<file path="src/rtl/dg0045_display_scan.sv">
// DG0045 display/keyboard peripheral: ND-strobed digit shift buffer, multiplexed
// 7-segment scan and debounced 4-column key matrix. Define DG0045_LZB_EN for leading-zero blanking.
module dg0045_key_deb #(
   parameter int DEBOUNCE = 3
) (
   input  logic       clk,
   input  logic       reset,
   input  logic       smp_en,
   input  logic [3:0] sample,
   output logic [3:0] state
);
   localparam int CW = $clog2(DEBOUNCE + 1);
   localparam logic [CW-1:0] CMAX = CW'(DEBOUNCE - 1);

   logic [3:0]    last, last_nxt;
   logic [CW-1:0] cnt, cnt_nxt;

   always_comb begin
      last_nxt = last;
      cnt_nxt  = cnt;
      if (sample == last) begin
         if (cnt != CMAX) cnt_nxt = cnt + CW'(1);
      end else begin
         last_nxt = sample;
         cnt_nxt  = '0;
      end
   end

   // Acceptance looks at the post-update count so DEBOUNCE=1 takes the sample at once.
   always_ff @(posedge clk) begin
      if (reset) begin
         last  <= '0;
         cnt   <= '0;
         state <= '0;
      end else if (smp_en) begin
         last <= last_nxt;
         cnt  <= cnt_nxt;
         if (cnt_nxt == CMAX) state <= last_nxt;
      end
   end
endmodule

module dg0045_display_scan #(
   parameter int NUM_DIGITS = 8,
   parameter int SCAN_DIV   = 1024,
   parameter int DEBOUNCE   = 3
) (
   input  logic                  clk,
   input  logic                  reset,
   input  logic [3:0]            nL,
   input  logic                  ND,
   input  logic [3:0]            key_row,
   output logic [3:0]            kin,
   output logic [6:0]            seg,
   output logic [NUM_DIGITS-1:0] dig,
   output logic                  frame_done
);
   localparam int SW = $clog2(NUM_DIGITS);
   localparam int PW = $clog2(SCAN_DIV);
   localparam logic [SW-1:0] LAST_DIG = SW'(NUM_DIGITS - 1);
   localparam logic [PW-1:0] PRE_LAST = PW'(SCAN_DIV - 1);
   localparam logic [PW-1:0] PRE_KEY  = PW'(SCAN_DIV - 3);

   logic                        nd_sync1, nd_sync2;
   logic [3:0]                  nl_sync1;
   logic [1:0]                  nl_sync2;  // only L[1:0] is used after the second stage
   logic                        strobe;
   logic [NUM_DIGITS-1:0][3:0]  dbuf;
   logic [SW-1:0]               fcnt, scan_idx;
   logic [PW-1:0]               pre;
   logic [NUM_DIGITS-1:0]       dig_nxt, lz_blank;
   logic [3:0]                  key_smp;
   logic [3:0][3:0]             key_state;

   function automatic logic [6:0] hex7(input logic [3:0] v);
      case (v)
         4'h0: hex7 = 7'h3F; 4'h1: hex7 = 7'h06; 4'h2: hex7 = 7'h5B; 4'h3: hex7 = 7'h4F;
         4'h4: hex7 = 7'h66; 4'h5: hex7 = 7'h6D; 4'h6: hex7 = 7'h7D; 4'h7: hex7 = 7'h07;
         4'h8: hex7 = 7'h7F; 4'h9: hex7 = 7'h6F; 4'hA: hex7 = 7'h77; 4'hB: hex7 = 7'h7C;
         4'hC: hex7 = 7'h39; 4'hD: hex7 = 7'h5E; 4'hE: hex7 = 7'h79; default: hex7 = 7'h71;
      endcase
   endfunction

   always_ff @(posedge clk) begin
      if (reset) begin
         nd_sync1 <= 1'b1;
         nd_sync2 <= 1'b1;
         nl_sync1 <= 4'hF;
         nl_sync2 <= 2'b11;
      end else begin
         nd_sync1 <= ND;
         nd_sync2 <= nd_sync1;
         nl_sync1 <= nL;
         nl_sync2 <= nl_sync1[1:0];
      end
   end

   assign strobe = nd_sync2 & ~nd_sync1;

   always_ff @(posedge clk) begin
      if (reset) begin
         dbuf       <= '0;
         fcnt       <= '0;
         frame_done <= 1'b0;
      end else begin
         frame_done <= strobe && (fcnt == LAST_DIG);
         if (strobe) begin
            dbuf <= {dbuf[NUM_DIGITS-2:0], ~nl_sync1};
            fcnt <= (fcnt == LAST_DIG) ? '0 : fcnt + SW'(1);
         end
      end
   end

   always_ff @(posedge clk) begin
      if (reset) begin
         pre      <= '0;
         scan_idx <= '0;
      end else if (pre == PRE_LAST) begin
         pre      <= '0;
         scan_idx <= (scan_idx == LAST_DIG) ? '0 : scan_idx + SW'(1);
      end else begin
         pre <= pre + PW'(1);
      end
   end

`ifdef DG0045_LZB_EN
   always_comb begin
      logic run;
      lz_blank = '0;
      run      = 1'b1;
      for (int k = NUM_DIGITS - 1; k >= 1; k--) begin
         run         = run & (dbuf[k] == 4'h0);
         lz_blank[k] = run;
      end
   end
`else
   assign lz_blank = '0;
`endif

   always_comb begin
      dig_nxt = '0;
      if (pre >= PW'(2)) dig_nxt[scan_idx] = 1'b1;
   end

   always_ff @(posedge clk) begin
      if (reset) begin
         dig <= '0;
         seg <= '0;
      end else begin
         dig <= dig_nxt;
         seg <= lz_blank[scan_idx] ? 7'h00 : hex7(dbuf[scan_idx]);
      end
   end

   // Rows are sampled late in the slot so the blanked start of the slot has settled the matrix.
   for (genvar c = 0; c < 4; c++) begin : g_col
      assign key_smp[c] = (pre == PRE_KEY) && (scan_idx == SW'(c));
      dg0045_key_deb #(.DEBOUNCE(DEBOUNCE)) u_deb (
         .clk    (clk),
         .reset  (reset),
         .smp_en (key_smp[c]),
         .sample (key_row),
         .state  (key_state[c])
      );
   end

   assign kin = key_state[~nl_sync2];
endmodule

</file>
<file path="config.mk">
export PLATFORM = sky130hd
export DESIGN_NAME = dg0045_display_scan
export DESIGN_NICKNAME = d
export VERILOG_FILES = /design/src/rtl/dg0045_display_scan.sv
export SDC_FILE = /design/constraint.sdc
export NUM_CORES = 1
export LEC_CHECK = 0
export BUFFER_PORTS_ARGS = -buffer_cell sky130_fd_sc_hd__buf_2
export CAP_MARGIN = 20
export CELL_PAD_IN_SITES_DETAIL_PLACEMENT = 1
export CELL_PAD_IN_SITES_GLOBAL_PLACEMENT = 1
export CORE_MARGIN = 5
export CORE_UTILIZATION = 46
export DETAILED_ROUTE_END_ITERATION = 16
export PLACE_DENSITY = 0.91
export SYNTH_ARGS = -nofsm -noshare
export SYNTH_HDL_FRONTEND = slang
export SYNTH_SLANG_ARGS = --single-unit
</file>
<file path="constraint.sdc">
create_clock -name clk -period 3.45 [get_ports clk]
set_input_delay 0.1725 -clock clk [delete_from_list [all_inputs] [get_ports clk]]
set_output_delay 0.1725 -clock clk [all_outputs]
set_load 0.02 [all_outputs]
</file>
==> out/metrics.yaml <==
clock_network:
  htreeDepth: 3
  postCtsSetupRepairBufs: 0
  cts_root_buf: "clkbuf_8"
  clk_pin_slew_ns: 0.10
  ctsResizeCount: 0
  cts_tree: "yes"
  clock_path_buffers: 2
  cts_sinks: 112
  clk_latency_ns: 0.37
  cts_inserted_buffers: 9
final_layout:
  fin_nets: 612
  stdcell_area_um2: 5450
  stdcell_count: 723
  diodes: 0
  drive_above_1_share: 0.125
  areaGrowthSynthToFinish_pct: 9.07
floorplanning:
  dieArea_um2: 13000
  start_util: 0.465
  pin_count: 31
  core_area_um2: 10700
  die_y_um: 114
  rows: 38
  die_w_um: 114
logic_synthesis:
  synth_top_family_by_area: "simple AND/OR/NAND/NOR gates"
  synth_top_area_share: 0.449
  synth_xor_area_frac: 0.0386
  yosysTopAreaCell: "dfxtp_1"
  yosysMostFrequentCell: "nand2_1"
  synth_cells: 564
  synth_commonest_cells: "117 x nand2_1, 112 x dfxtp_1, 66 x a21oi_1, 40 x nor2_1, 30 x mux2i_1"
  synth.area.top_cells: "dfxtp_1 45%, nand2_1 8.8%, a21oi_1 6.6%"
  synth_edf_count: 0
  synthAdderAreaFrac: 0.0551
  synth.distinct_cells: 48
  synth_compound_area_frac: 0.0992
  async_flop_share: 0
  avgSynthCellArea_um2: 8.86
  syn-num-nets: 597
  syn_area_um2: 5000
  yosysWarnings: 0
  synth_flop_cell: "dfxtp_1"
  seq_area_frac_synth: 0.449
  synthSimpleGateAreaFrac: 0.226
  yosys_register_bits: 112
  synthMuxAreaShare: 0.0826
route:
  drc: 0
  vias_per_cell: 5.44
  drt_wl_total_um: 12100
  wl_met2_um: 6580
  wl_met3_um: 369
  highest_layer: "met4"
  drtAntennaViolNets: 0
  vias: 3933
  drtIter0Drc: 154
  wire_per_inst_um: 16.8
  dr.pass1.iters: 4
  wl_met1_um: 5070
outcome:
  status: "completed"
placed_design:
  post-dp-hpwl_um: 8570
  dpl_cell_area_um2: 5180
  gp_congestion: 0.784
  portBuffers: 30
  dp_cells: 703
timing:
  finClkSkew_ns: 0.0118
  slew_violations: 0
  finalHoldViolations: 0
  tns_ns: 0
  slew_headroom: 0.406
  worst_slew_pin_slew_ns: 0.890
  max_freq_mhz: 323
  min_period_ns: 3.09
  finalCritPeriodShare: 0.896
  finalSetupViolations: 0
  rsz0062_at_grt: "no"
power:
  p_per_area_nw_per_um2: 433
  total_power_w: 0.00236
  cellLeakagePower_nw: 2.11
  vdd_ir_drop_max_mv: 0.226
global_route:
  grt_max_degree: 55
  grt_use_total: 0.194
  grt_pass1_wl_um: 20400
  grt_overflow: 0
  grt_pass1_vias: 4146
  antenna_found_initial: 0
setup_path:
  worst_ep_arrival_time_ns: 3.37
  worst-r2r-cell-count: 9
  cp_max_fo: 22
  required_ns: 3.73
  start_kind: "flip-flop"
  worstSetupPathType: "flip-flop to flip-flop"
  cp-end-kind: "flip-flop"
worst_hold_path:
  hp-class: "primary input to flip-flop"
  hold_depth: 3
flow_run:
  max-cap-violations: 0
worst max-delay path, stage by stage, from the launching register on:
cell and delay [ns]:
dfxtp_1 0.79, nor2_1 0.16, nand2_1 0.10, o21ai_0 0.09, a211oi_1 0.74, inv_1 0.22
ha_1 0.33, mux2i_1 0.23, nor2_1 0.08, a311oi_1 0.26
metrics by stage:
| stage | utilization | hold slack [ns] | setup slack [ns] |
|---|---|---|---|
| global placement | 0.482 | 0.358 | 0.781 |
| finish | 0.507 | 0.181 | 0.359 |
| global route | 0.507 | 0.160 | 0.0988 |
| CTS | 0.507 | 0.165 | 0.369 |
| detailed placement | 0.482 | 0.360 | 0.467 |
| floorplan | - | 0.276 | 1.00 |
per-layer routing:
| metal | GRT usage | vias up |
|---|---|---|
| met3 | 0.0523 | 8 |
| met4 | 0.0364 | 0 |
| met2 | 0.364 | 53 |
| li1 | - | 1930 |
| met5 | 0 | - |
| met1 | 0.220 | 1942 |
registers in the layout, indices dropped and copies added, names as in the netlist, 2 cells and up:
register           cells
g_col.u_deb.cnt        8
pre                   10
seg                    7
nl_sync2               2
g_col.u_deb.state     16
fcnt                   3
g_col.u_deb.last      16
dig                    8
nl_sync1               4
dbuf                  32
scan_idx               3
cell families after synthesis:
group | after synthesis
AOI/OAI and AO/OA | 88
adders and majority gates | 22
and+or+nand+nor | 231
DFF | 112
xor gates and xnor gates | 22
muxes | 35
buffers and inverters | 54
cell usage in the layout, fill, tap and decap left out, types with 6 or more instances in the layout:
master    count
a21oi_1      66
inv_1        18
nor3_1        7
clkbuf_8     11
nor2_1       40
nand2_1     117
ha_1         22
xor2_1       21
and3_1        6
or2_2         9
buf_2        30
nand3_1      17
mux2i_1      30
a211oi_1      8
nor4_1        7
dfxtp_1     112
timing repair:
action | in CTS | in global routing
setup endpoints to repair | 0 | 0
hold buffers | 5 | 0
endpoints found under the hold margin | 5 | 0
final timing paths:
path                     from                     end  slack [ns]
hold reg to reg   nl_sync1[3]                 dbuf[3]        0.43
hold / removal     key_row[0]  g_col[3].u_deb.last[0]        0.18
setup reg to reg  scan_idx[0]                  seg[6]        0.36
setup / recovery  scan_idx[0]                  seg[6]        0.36
where the power goes:
group	switching, W	internal [W]	total (W)
Sequential	0.0000166	0.00132	0.00133
Clock	0.000418	0.000444	0.000862
Combinational	0.000109	0.0000571	0.000167
Total	0.000544	0.00182	0.00236
final cells by class:
type | instances | area, um2
Sequential cell | 112 | 2240
Inverter | 18 | 67.6
Fill cell | 1300 | 5300
Clock buffer | 12 | 155
Multi-Input combinational cell | 398 | 2510
Timing Repair Buffer | 40 | 238
Clock inverter | 3 | 65.1
Tap cell | 140 | 175
No activity file was read; power rests on OpenSTA's default activity.
